==> config.mk <==
export PLATFORM = sky130hd
export DESIGN_NAME = somador_subtrator_sync_flat
export DESIGN_NICKNAME = d
export VERILOG_FILES = /design/src/rtl/somador_subtrator_pkg.sv /design/src/rtl/somador_subtrator_if.sv /design/src/rtl/somador_subtrator_sync_completo.sv /design/src/rtl/somador_subtrator_sync.sv /design/src/flat_wrapper.sv
export SDC_FILE = /design/constraint.sdc
export NUM_CORES = 1
export LEC_CHECK = 0
export ABC_CLOCK_PERIOD_IN_PS = 5900
export CORE_AREA = 2 2 39 41
export DETAILED_ROUTE_END_ITERATION = 8
export DIE_AREA = 0 0 41 43
export PLACE_DENSITY = 0.55
export SYNTH_ARGS = -nofsm -noshare
export SYNTH_HDL_FRONTEND = slang
export SYNTH_SLANG_ARGS = --single-unit
==> constraint.sdc <==
create_clock -name clock -period 5.9 [get_ports clock]
set_input_delay 0.885 -clock clock [delete_from_list [all_inputs] [get_ports clock]]
set_output_delay 0.885 -clock clock [all_outputs]
set_load 0.005 [all_outputs]
==> src/rtl/somador_subtrator_pkg.sv <==
`default_nettype none
// +-------------------------------------------------------------------+
// | Module   : somador_subtrator_pkg                                  |
// | Purpose  : Shared opcodes and default width for the add/sub unit  |
// | Revision : 1.0                                                    |
// +-------------------------------------------------------------------+
package somador_subtrator_pkg;

  localparam logic OP_ADD        = 1'b1;
  localparam logic OP_SUB        = 1'b0;
  localparam int   DEFAULT_WIDTH = 4;

endpackage
`default_nettype wire

==> src/rtl/somador_subtrator_if.sv <==
`default_nettype none
// +-------------------------------------------------------------------+
// | Module   : somador_subtrator_if                                   |
// | Purpose  : Operand/result bundle; flags exist only when           |
// |            SOMADOR_SUBTRATOR_FLAGS_EN is defined                  |
// | Revision : 1.0                                                    |
// +-------------------------------------------------------------------+
interface somador_subtrator_if
  import somador_subtrator_pkg::*;
#(
  parameter int N = DEFAULT_WIDTH
);

  logic [N-1:0] a;
  logic [N-1:0] b;
  logic         select;
  logic         in_valid;
  logic [N:0]   resul;
  logic         out_valid;
`ifdef SOMADOR_SUBTRATOR_FLAGS_EN
  logic         zero;
  logic         neg;
  logic         carry;

  modport master (output a, b, select, in_valid,
                  input  resul, out_valid, zero, neg, carry);
  modport slave  (input  a, b, select, in_valid,
                  output resul, out_valid, zero, neg, carry);
`else
  modport master (output a, b, select, in_valid,
                  input  resul, out_valid);
  modport slave  (input  a, b, select, in_valid,
                  output resul, out_valid);
`endif

endinterface
`default_nettype wire

==> src/rtl/somador_subtrator_sync_completo.sv <==
`default_nettype none
// +-------------------------------------------------------------------+
// | Module   : somador_completo                                       |
// | Purpose  : 1-bit full adder, one cell of the ripple chain         |
// | Revision : 1.0                                                    |
// +-------------------------------------------------------------------+
module somador_completo (
  input  wire logic a,
  input  wire logic b,
  input  wire logic cin,
  output logic      s,
  output logic      cout
);

  logic w_half;

  assign w_half = a ^ b;
  assign s      = w_half ^ cin;
  assign cout   = (a & b) | (cin & w_half);

endmodule
`default_nettype wire

==> src/rtl/somador_subtrator_sync.sv <==
`default_nettype none
// +-------------------------------------------------------------------+
// | Module   : somador_subtrator_sync                                 |
// | Purpose  : Registered N-bit unsigned add/sub, (N+1)-bit result.   |
// |            Optional flags: SOMADOR_SUBTRATOR_FLAGS_EN             |
// | Revision : 1.0                                                    |
// +-------------------------------------------------------------------+
module somador_subtrator_sync
  import somador_subtrator_pkg::*;
#(
  parameter int N = DEFAULT_WIDTH
) (
  input  wire logic          clock,
  input  wire logic          reset,
  somador_subtrator_if.slave bus
);

  localparam int C_W = N + 1;

  logic           w_invert_b;
  logic [C_W-1:0] w_a_ext;
  logic [C_W-1:0] w_b_ext;
  logic [C_W-1:0] w_sum;
  logic [N:0]     w_carry;
  logic           w_unused_cout;

  logic [C_W-1:0] r_resul;
  logic           r_out_valid;

  // Subtract is a + ~b + 1: invert the zero-extended b and inject a carry-in.
  assign w_invert_b = (bus.select == OP_SUB);
  assign w_a_ext    = {1'b0, bus.a};
  assign w_b_ext    = {1'b0, bus.b} ^ {C_W{w_invert_b}};
  assign w_carry[0] = w_invert_b;

  for (genvar i = 0; i <= N; i++) begin : g_ripple
    if (i < N) begin : g_mid
      somador_completo u_fa (
        .a    (w_a_ext[i]),
        .b    (w_b_ext[i]),
        .cin  (w_carry[i]),
        .s    (w_sum[i]),
        .cout (w_carry[i+1])
      );
    end else begin : g_msb
      // Carry out of the extended bit carries no information beyond w_sum[N].
      somador_completo u_fa (
        .a    (w_a_ext[i]),
        .b    (w_b_ext[i]),
        .cin  (w_carry[i]),
        .s    (w_sum[i]),
        .cout (w_unused_cout)
      );
    end
  end

  always_ff @(posedge clock) begin
    if (reset) begin
      r_resul     <= '0;
      r_out_valid <= 1'b0;
    end else begin
      r_out_valid <= bus.in_valid;
      if (bus.in_valid) begin
        r_resul <= w_sum;
      end
    end
  end

  assign bus.resul     = r_resul;
  assign bus.out_valid = r_out_valid;

`ifdef SOMADOR_SUBTRATOR_FLAGS_EN
  logic r_zero;
  logic r_neg;
  logic r_carry;

  // The MSB is a borrow for subtract and a carry-out for add.
  always_ff @(posedge clock) begin
    if (reset) begin
      r_zero  <= 1'b0;
      r_neg   <= 1'b0;
      r_carry <= 1'b0;
    end else if (bus.in_valid) begin
      r_zero  <= (w_sum == '0);
      r_neg   <= (bus.select == OP_SUB) & w_sum[N];
      r_carry <= (bus.select == OP_ADD) & w_sum[N];
    end
  end

  assign bus.zero  = r_zero;
  assign bus.neg   = r_neg;
  assign bus.carry = r_carry;
`endif

endmodule
`default_nettype wire

==> src/flat_wrapper.sv <==
// flat-port wrapper written by rule: the top's interface ports become plain ports
module somador_subtrator_sync_flat import somador_subtrator_pkg::*;
#(
  parameter int N = DEFAULT_WIDTH
)
  (clock, reset, bus_a, bus_b, bus_select, bus_in_valid, bus_resul, bus_out_valid);
  somador_subtrator_if #(.N(N)) bus_i ();
  input  wire logic clock;
  input  wire logic reset;
  input wire logic [$bits(bus_i.a)-1:0] bus_a;
  input wire logic [$bits(bus_i.b)-1:0] bus_b;
  input wire logic [$bits(bus_i.select)-1:0] bus_select;
  input wire logic [$bits(bus_i.in_valid)-1:0] bus_in_valid;
  output wire logic [$bits(bus_i.resul)-1:0] bus_resul;
  output wire logic [$bits(bus_i.out_valid)-1:0] bus_out_valid;
  assign bus_i.a = bus_a;
  assign bus_i.b = bus_b;
  assign bus_i.select = bus_select;
  assign bus_i.in_valid = bus_in_valid;
  assign bus_resul = bus_i.resul;
  assign bus_out_valid = bus_i.out_valid;
  somador_subtrator_sync #(.N(N)) u_core (.clock(clock), .reset(reset), .bus(bus_i));
endmodule
# Yosys cells after proc, flatten, opt, wreduce, memory -nomap -nowiden
# Cells that the tools add are included.
# classes
n_mux	0
add_sub_neg	0
n_eq_ne	0
mul	0
bitwise_logic	23
div	0
n_reduce_logical	0
n_shift	0
magnitude_cmp	0
# ops
operator	n
1-bit XOR	9
1-bit AND	8
4-bit by 5-bit XOR with 5-bit output	1
1-bit bitwise OR	4
1-bit NOT	1
# word_totals
mem_bits_ro	0
elab_cells	25
register_bits	6
inputBits	12
output_inout_bits	6
n_memories	0
latch_bits	0
mem_bits_rw	0

# Depth between registers and ports, before layout
# Gate-level depths: netlist of run 1.
# logic_depth
ltp_word	12
depth_mapped	8
mapped_depth_nobuf	7

# Cells and area by module
# A second synthesis of run 1 with hierarchy kept.
# unflattened
hier_cells	30
area_unflattened_um2	354.1
# by_module_without_submodules
module	cells_per_inst	instances	seq_area_each_um2	area_per_inst_um2
somador_subtrator_sync	25	1	120.1	254.0
somador_completo	1	5	0.0	20.0

# Least setup slack after synthesis of run 1
# No wires, ideal clock.
# synth_timing
path_kind	input to register
from	input port bus_select
to	register u_core.r_resul[4], in the netlist u_core.bus.resul[4]
n_path_buf	1
setup_ns	0.079
arrival_ns	2.645
cell_stages	7
slack_ns	3.176
required_time_ns	5.821
cell_sequence	buf_6 -> xor2_1 -> fa_1 -> fa_1 -> fa_1 -> xnor2_1 -> a211oi_2
# synth_via
elab_chain_cells	12
word_cells_on_any_way	19
classes_between	bitwise: 19
# synth_lines
item	line	text
start: declaration	flat_wrapper.sv:12	input wire logic [$bits(bus_i.select)-1:0] bus_select;
1-bit NOT *	somador_subtrator_sync.sv:31	assign w_invert_b = (bus.select == OP_SUB);
4-bit by 5-bit XOR with 5-bit output	somador_subtrator_sync.sv:33	assign w_b_ext = {1'b0, bus.b} ^ {C_W{w_invert_b}};
1-bit XOR	somador_subtrator_sync_completo.sv:17	assign w_half = a ^ b;
1-bit AND	somador_subtrator_sync_completo.sv:19	assign cout = (a & b) | (cin & w_half);
1-bit bitwise OR	somador_subtrator_sync_completo.sv:19	
1-bit AND	somador_subtrator_sync_completo.sv:19	
1-bit bitwise OR	somador_subtrator_sync_completo.sv:19	
1-bit AND	somador_subtrator_sync_completo.sv:19	
1-bit bitwise OR	somador_subtrator_sync_completo.sv:19	
1-bit AND	somador_subtrator_sync_completo.sv:19	
1-bit bitwise OR	somador_subtrator_sync_completo.sv:19	
1-bit XOR *	somador_subtrator_sync_completo.sv:18	assign s = w_half ^ cin;
end signal: assignment	somador_subtrator_sync.sv:64	r_resul <= w_sum;
end: declaration	somador_subtrator_sync.sv:27	logic [C_W-1:0] r_resul;
# Every way passes the cells marked *; elsewhere a longest branch is shown, timed or not.
# A chain may end at the register's enable or synchronous reset.

# Final worst setup path of run 1
# Same ends and word-level chain as after synthesis.

==> results of run 1 <==
[synth_stat cells]
library cell  instances
fa_1                  3
inv_1                 3
xnor2_1               2
dfxtp_1               6
a211oi_2              1
buf_4                 1
xor2_1                3
nor2_1                6
nor2b_1               1
buf_6                 1
a21oi_1               1
a211oi_1              4
[final cells by class]
cell class / count / area (sq um)
fill: 158 / 860
multi-input combinational: 21 / 180
clock buffer: 3 / 22.5
sequential: 6 / 120
inverter: 3 / 11.3
tap: 16 / 20.0
timing repair buffer: 17 / 170
[sequential cells by signal, indices dropped and copies added, names as in the netlist]
signal / flops
u_core.bus.resul: 5
u_core.bus.out_valid: 1
[per-stage QoR]
stage	util	std cells	hold WS [ns]	setup WS, ns	area (sq um)
after global placement	0.363	63	0.469	2.62	502
after detailed placement	0.363	63	0.473	2.58	502
final	0.379	66	0.478	2.84	524
after floorplan	-	32	0.469	3.18	330
after CTS	0.379	66	0.479	2.84	524
after global routing	0.379	66	0.500	2.71	524
[worst min-delay path by stage]
stage          cells after the start           startpoint                  end
2_1_floorplan                      2  u_core.bus.resul[3]  u_core.bus.resul[3]
3_3_place_gp                       2  u_core.bus.resul[3]  u_core.bus.resul[3]
3_5_place_dp                       2  u_core.bus.resul[3]  u_core.bus.resul[3]
4_1_cts                            2  u_core.bus.resul[3]  u_core.bus.resul[3]
5_1_grt                            2  u_core.bus.resul[3]  u_core.bus.resul[3]
6_report                           2  u_core.bus.resul[3]  u_core.bus.resul[3]
[per-layer routing]
metal  wire (um)  part of all wire  up-vias  GRT usage
met4          17             0.026        0      0.120
met3          69              0.11        2     0.0209
met5           0                 0        -          0
met1         241              0.37      128     0.0847
met2         320              0.49       15      0.138
li1            -                 -      138          -
[power by group]
part | total [W] | leakage (nW) | internal (W) | switching (W)
combinational | 0.0000333 | 0.141 | 0.0000205 | 0.0000128
sequential | 0.0000463 | 0.0499 | 0.0000446 | 0.00000169
clock | 0.0000378 | 0.0138 | 0.0000230 | 0.0000148
[logic make-up (layout without fill, tap and decap cells)]
logic type,after synthesis,count (layout),share of synthesized area
buffers and inverters,5,23,0.0909
adders and majority gates,3,3,0.182
xor gates and xnor gates,5,5,0.133
AOI/OAI and AO/OA,6,6,0.144
DFF,6,6,0.364
and+or+nand+nor,7,7,0.0871
[worst max-delay path, delay by kind of cell]
kind / cells / cell delay (ns)
adder cells (fa/ha/maj): 3 / 1.22
XOR/XNOR: 2 / 0.38
buffers and inverters: 1 / 0.53
AO/OA/AOI/OAI: 1 / 0.21
==> reports/metrics.csv, run 1 <==
metric,value,unit
diodes,0,
most-common-layout-cells,"17 x clkdlybuf4s50_1, 6 x nor2_1, 6 x dfxtp_1, 4 x a211oi_1",
min_path_type,flip-flop to flip-flop,
path_cells,"clkdlybuf4s50_1, xor2_1, fa_1, fa_1, fa_1, xnor2_1, a211oi_2",
die_y,43,um
drive_gt1_frac,0.0800,
period_share,0.519,
r2r-end,u_core.bus.resul[2],
finalPower,0.000117,W
remaining_drc_errors,0,
tritoncts,done,
cpMostUsedCell,fa_1,
maxCapViolCount,0,
worst_pin_slew,0.376,ns
synth_top_cell_area_share,0.364,
antenna_found_initial,0,
die_w,41,um
hold_viol,0,
post-route-min-period,3.06,ns
grt_pass1_wl,1020,um
grt_setup_unrepaired,no,
r2r_start,u_core.bus.resul[2],
synthToLayoutAreaGrowth,58.7,%
std_cell_rows,14,
setup_violations,0,
start_kind,input pin,
syn_area,330,sq um
yosys-top-cells-area,"dfxtp_1 36%, fa_1 18%, a211oi_1 9.1%",
layout_commonest_cell,clkdlybuf4s50_1,
syn_nets,47,
yosys.cell_types.count,12,
rrSetupSlack,5.25,ns
crit_path_end_kind,flip-flop,
relSlewSlack,0.749,
outcome,finished clean,
syn-instance-count,32,
yosys.area.top_type,dfxtp_1,
vias,283,
drt_iter0_drc,4,
numCtsBuffers,3,
yosysSeqAreaShare,0.364,
rr_worst_depth,2,
nets,67,
crit_type,input pin to flip-flop,
cts_max_path_buffers,2,
ctsResizeCount,0,
io_pins,18,
ys_warn_count,0,
tns,0,ns
cts_hold_buf,0,
max_freq,0.327,GHz
ys_ff_latch,6,
routedWlPerCell,9.80,um
drtPass1Iterations,2,
cts_sinks,6,
endpoint,u_core.bus.resul[4],
path_clk_slew,0.04,ns
postCtsSetupBuffers,0,
cts.htree.levels,1,
syn_area_per_cell,10.3,sq um
vias_per_cell,4.29,
grt_pass1_vias,255,
vdd_drop_max,53.2,uV
critPathArrivalTime,3.23,ns
cp_max_fo,5,
fin_worst_skew,0,ns
leakagePower,0.204,nW
slowest_delay,0.53,ns
fp.coreArea,1380,sq um
pwr_density_cell,224,nW/um^2
routed_wl,647,um
place_hpwl,528,um
crit_required,6.07,ns
cp_slowest_cell,clkdlybuf4s50_1,
start_util,0.239,
cts_root_buffer,clkbuf_4,
slew_violations,0,
gp_congestion,0.699,
crit_start,bus_select,
ant_nets,0,
gr-total-overflow,0,
die_area,1760,sq um
port_buffers,17,
clk_latency,0.24,ns
grtUsageTotal,0.0927,
grt_max_degree,12,
No activity file was read; power rests on OpenSTA's default activity.
==> inputs of run 2 (changes only) <==
Settings changed: ABC_CLOCK_PERIOD_IN_PS 5900 to 2780, PLACE_DENSITY 0.55 to 0.57.
Clock period 5.9 ns to 2.78 ns, I/O delays scaled along.
==> reports/metrics.csv, run 2 (synthesis gave the netlist of run 1 again) <==
metric,value,unit,change
drt_iter0_drc,4,,unchanged
io_pins,18,,unchanged
finalPower,0.000247,W,was 0.000117 W
tns,0,ns,unchanged
die_area,1760,sq um,unchanged
r2r-end,u_core.bus.resul[4],,was u_core.bus.resul[2]
p_int,0.000187,W,was 0.0000881 W
numCtsBuffers,3,,unchanged
place_hpwl,471,um,was 528 um
ant_nets,0,,unchanged
maxCapViolCount,0,,unchanged
outcome,finished clean,,unchanged
clk_latency,0.24,ns,about the same
crit_path_end_kind,flip-flop,,unchanged
synthToLayoutAreaGrowth,61.0,%,was 58.7%
ctsResizeCount,0,,unchanged
p_clk_frac,0.322,,about the same
grt_pass1_wl,938,um,was 1020 um
path_clk_slew,0.05,ns,was 0.04 ns
hold_viol,0,,unchanged
vias,252,,was 283
drtPass1Iterations,4,,was 2
routed_wl,581,um,was 647 um
fin_util,0.384,,was 0.379
start_kind,input pin,,unchanged
r2r_start,u_core.bus.resul[4],,was u_core.bus.resul[2]
final_area,532,sq um,was 524 sq um
rr_worst_depth,2,,unchanged
grt_max_degree,12,,unchanged
vdd_drop_max,135,uV,was 53.2 uV
grt_setup_unrepaired,no,,unchanged
worst_pin_slew,0.372,ns,was 0.376 ns
gr-total-overflow,0,,unchanged
die_y,43,um,unchanged
crit_required,2.94,ns,was 6.07 ns
pwr_density_cell,465,nW/um^2,was 224 nW/um^2
fin_hold_ws,0.490,ns,was 0.478 ns
start_util,0.239,,unchanged
relSlewSlack,0.751,,was 0.749
largest_reg_flops,5,,unchanged
nets,68,,was 67
routedWlPerCell,8.67,um,was 9.80 um
postPlaceCellArea,509,sq um,was 502 sq um
cts.htree.levels,1,,unchanged
drive_gt1_frac,0.0980,,was 0.0800
tritoncts,done,,unchanged
postCtsSetupBuffers,0,,unchanged
layout_commonest_cell,clkdlybuf4s50_1,,unchanged
crit_start,bus_select,,unchanged
endpoint,u_core.bus.resul[4],,unchanged
cts_root_buffer,clkbuf_4,,unchanged
setup_violations,0,,unchanged
std_cell_rows,14,,unchanged
diodes,0,,unchanged
grt_pass1_vias,245,,was 255
rrSetupSlack,2.13,ns,was 5.25 ns
grtUsageTotal,0.0847,,was 0.0927
critPathArrivalTime,2.61,ns,was 3.23 ns
vias_per_cell,3.76,,was 4.29
power_frac_comb,0.282,,was 0.284
fp.coreArea,1380,sq um,unchanged
gp_congestion,0.657,,was 0.699
port_buffers,17,,unchanged
cts_sinks,6,,unchanged
max_freq,0.409,GHz,
most-common-layout-cells,"17 x clkdlybuf4s50_1, 6 x nor2_1, 6 x dfxtp_1, 4 x a211oi_1",,unchanged
cts_max_path_buffers,2,,unchanged
cp_max_fo,3,,was 5
slew_violations,0,,unchanged
post-route-min-period,2.44,ns,
period_share,0.879,,
die_w,41,um,unchanged
fin_worst_skew,0,ns,unchanged
crit_type,input pin to flip-flop,,unchanged
switching_power,0.0000600,W,was 0.0000293 W
remaining_drc_errors,0,,unchanged
min_path_type,flip-flop to flip-flop,,unchanged
switching_share,0.243,,was 0.249
leakagePower,0.209,nW,was 0.204 nW
share_seq_of_total_power,0.397,,was 0.394
cts_hold_buf,0,,unchanged
antenna_found_initial,0,,unchanged
-- run 2: cell type report --
cell class                 instances  area [sq um]
fill                             153           852
multi-input combinational         21           180
timing repair buffer              18           178
sequential                         6           120
clock buffer                       3          22.5
tap                               16          20.0
inverter                           3          11.3
-- run 2: layer usage --
layer  vias to the layer above  GRT usage  routed length, um
li1                        141          -                  -
met4                         0      0.100                  0
met2                        12      0.100                246
met5                         -          0                  0
met1                        99      0.101                276
met3                         0     0.0314                 58
-- run 2: worst max-delay path, stage by stage --
cell	delay (ns)
clkdlybuf4s50_1	0.45
xor2_1	0.19
fa_1	0.42
fa_1	0.40
fa_1	0.38
xnor2_1	0.14
a211oi_2	0.20
-- run 2: worst min-delay path by stage --
stage                        start                  end  slack [ns]  cells past startpoint
2_1_floorplan  u_core.bus.resul[3]  u_core.bus.resul[3]        0.47                      2
3_3_place_gp   u_core.bus.resul[3]  u_core.bus.resul[3]        0.47                      2
3_5_place_dp   u_core.bus.resul[3]  u_core.bus.resul[3]        0.49                      2
4_1_cts        u_core.bus.resul[3]  u_core.bus.resul[3]        0.49                      2
5_1_grt        u_core.bus.resul[0]  u_core.bus.resul[0]        0.50                      2
6_report       u_core.bus.resul[0]  u_core.bus.resul[0]        0.49                      2
-- run 2: stage by stage --
stage / cells / worst slack, ns
finish: 67 / 0.337
global route: 67 / 0.229
CTS: 67 / 0.327
detailed placement: 64 / 0.0837
global placement: 64 / 0.112
floorplan: 32 / 0.524
-- run 2: power groups by stage --
stage / clock network [W] / registers, W / logic (W)
2_1_floorplan: 0 / 0.000101 / 0.0000330
3_3_place_gp: 0 / 0.0000997 / 0.0000699
3_5_place_dp: 0 / 0.0000998 / 0.0000707
4_1_cts: 0.0000854 / 0.0000981 / 0.0000710
5_1_grt: 0.0000929 / 0.0000990 / 0.0000798
6_report: 0.0000794 / 0.0000981 / 0.0000696
==> inputs of run 3 (changes only) <==
Settings changed: ABC_CLOCK_PERIOD_IN_PS 2780 to 2130.
Clock period 2.78 ns to 2.13 ns, I/O delays scaled along.
==> reports/metrics.csv, run 3 (synthesis gave the netlist of run 1 again) <==
metric,value,unit,change
numCtsBuffers,3,,unchanged
slew_violations,0,,unchanged
layout_commonest_cell,clkdlybuf4s50_1,,unchanged
drtPass1Iterations,3,,was 4
tritoncts,done,,unchanged
cts_root_buffer,clkbuf_4,,unchanged
die_y,43,um,unchanged
p_clk_frac,0.318,,was 0.322
tns,0,ns,unchanged
grt_max_degree,12,,unchanged
gp_congestion,0.641,,was 0.657
antenna_found_initial,0,,unchanged
grt_pass1_wl,1050,um,was 938 um
switching_power,0.0000880,W,was 0.0000600 W
relSlewSlack,0.759,,was 0.751
wl_met1,278,um,was 276 um
wl_met3,50,um,was 58 um
grt_pass1_vias,257,,was 245
max_freq,0.492,GHz,
diodes,0,,unchanged
switching_share,0.260,,was 0.243
cts.htree.levels,1,,unchanged
instances_no_fill,69,,was 67
fin_worst_skew,0,ns,unchanged
leakagePower,0.229,nW,was 0.209 nW
power_frac_comb,0.303,,was 0.282
share_seq_of_total_power,0.379,,was 0.397
crit_family,adder cells,,unchanged
cp_slowest_cell,fa_2,,was clkdlybuf4s50_1
slowest_delay,0.41,ns,was 0.45 ns
postCtsSetupBuffers,0,,unchanged
whs_endpoint,u_core.bus.resul[0],,unchanged
crit_type,input pin to flip-flop,,unchanged
cp_max_fo,1,,was 3
period_share,0.953,,
crit_required,2.30,ns,was 2.94 ns
place_hpwl,507,um,was 471 um
synthToLayoutAreaGrowth,72.3,%,was 61.0%
crit_path_end_kind,flip-flop,,unchanged
gr-total-overflow,0,,unchanged
rrSetupSlack,1.48,ns,was 2.13 ns
vias,281,,was 252
routedWlPerCell,9.54,um,was 8.67 um
path_clk_slew,0.05,ns,about the same
port_buffers,17,,unchanged
vias_per_cell,4.07,,was 3.76
rr_worst_depth,2,,unchanged
fp.coreArea,1380,sq um,unchanged
path_cells,"dlygate4sd2_1, xor2_2, fa_2, fa_2, fa_2, xnor2_2, a211oi_2",,"was clkdlybuf4s50_1, xor2_1, fa_1, fa_1, fa_1, xnor2_1, a211oi_2"
start_util,0.239,,unchanged
dpl.cell_count,66,,was 64
remaining_drc_errors,0,,unchanged
outcome,finished clean,,unchanged
clk_latency,0.24,ns,about the same
cts_hold_buf,0,,unchanged
io_pins,18,,unchanged
hp-start,u_core.bus.resul[0],,unchanged
maxCapViolCount,0,,unchanged
std_cell_rows,14,,unchanged
hold_viol,0,,unchanged
drt_iter0_drc,2,,was 4
grtUsageTotal,0.0949,,was 0.0847
pwr_density_cell,595,nW/um^2,was 465 nW/um^2
cpMostUsedCell,fa_2,,was fa_1
holdPathStages,2,,unchanged
setup_violations,0,,unchanged
largest_reg_flops,5,,unchanged
wl_met2,328,um,was 246 um
crit_start,bus_b[1],,was bus_select
cts_sinks,6,,unchanged
vdd_drop_max,153,uV,was 135 uV
ant_nets,0,,unchanged
cts_max_path_buffers,2,,unchanged
final_area,569,sq um,was 532 sq um
fill_cells,152,,was 153
critPathArrivalTime,2.20,ns,was 2.61 ns
p_int,0.000251,W,was 0.000187 W
die_area,1760,sq um,unchanged
start_kind,input pin,,unchanged
post-route-min-period,2.03,ns,
fin_util,0.411,,was 0.384
nets,70,,was 68
min_path_type,flip-flop to flip-flop,,unchanged
r2r-end,u_core.bus.resul[4],,unchanged
drive_gt1_frac,0.283,,was 0.0980
worst_pin_slew,0.360,ns,was 0.372 ns
grt_setup_unrepaired,no,,unchanged
postPlaceCellArea,527,sq um,was 509 sq um
routed_wl,658,um,was 581 um
path_buf_inv,1,,unchanged
most-common-layout-cells,"12 x clkdlybuf4s50_1, 6 x nor2_1, 6 x dfxtp_1, 4 x a211oi_1, 4 x dlygate4sd2_1",,"was 17 x clkdlybuf4s50_1, 6 x nor2_1, 6 x dfxtp_1, 4 x a211oi_1"
die_w,41,um,unchanged
r2r_start,u_core.bus.resul[4],,unchanged
highest_layer,met3,,unchanged
[run 3: changes by cell type in the layout (fill, tap and decap cells not counted), moves of 2 or more]
cell	previous run	this run
buf_4	1	3
dlygate4sd2_1	0	4
fa_2	0	3
fa_1	3	0
clkdlybuf4s50_1	17	12
[run 3: power by group through the flow]
stage	sequential (W)	clock (W)	combinational, W
3_3_place_gp	0.000130	0	0.0000960
6_report	0.000128	0.000108	0.000103
2_1_floorplan	0.000131	0	0.0000439
4_1_cts	0.000128	0.000110	0.000105
5_1_grt	0.000129	0.000119	0.000117
3_5_place_dp	0.000130	0	0.0000984
[run 3: worst max path at each step]
| stage | cells after the start | to | slack [ns] |
|---|---|---|---|
| detailed placement | 7 | u_core.bus.resul[4] | -0.45 |
| floorplan | 7 | u_core.bus.resul[4] | 0.01 |
| global placement | 7 | u_core.bus.resul[4] | -0.40 |
| CTS | 7 | u_core.bus.resul[4] | 0.03 |
| finish | 7 | u_core.bus.resul[4] | 0.1 |
| global route | 7 | u_core.bus.resul[4] | 0.02 |
[run 3: worst reg2reg max path: stages, from the launching register on]
cell      delay [ns]
dfxtp_1         0.33
nor2_1          0.05
a211oi_2        0.19
[run 3: stage by stage]
step | setup slack [ns] | power (W) | hold slack [ns]
global placement | -0.401 | 0.000226 | 0.468
global route | 0.0177 | 0.000365 | 0.494
detailed placement | -0.448 | 0.000228 | 0.484
finish | 0.0991 | 0.000339 | 0.483
CTS | 0.0267 | 0.000344 | 0.490
floorplan | 0.0100 | 0.000175 | 0.384
[run 3: timing repair]
action	in CTS	in global routing
setup endpoints to repair	2	2
pin swaps	5	1
gates resized for setup	13	0
[run 3: layer usage]
| metal | up-vias | track usage |
|---|---|---|
| met1 | 126 | 0.111 |
| met4 | 0 | 0.100 |
| met2 | 11 | 0.122 |
| met3 | 0 | 0.0314 |
| met5 | - | 0 |
| li1 | 144 | - |
[run 3: cell type report]
class | instances | area [sq um] | share of cell area
sequential | 6 | 120 | 0.211
inverter | 3 | 11.3 | 0.0198
timing repair buffer | 20 | 189 | 0.332
tap | 16 | 20.0 | 0.0352
clock buffer | 3 | 22.5 | 0.0396
multi-input combinational | 21 | 206 | 0.363
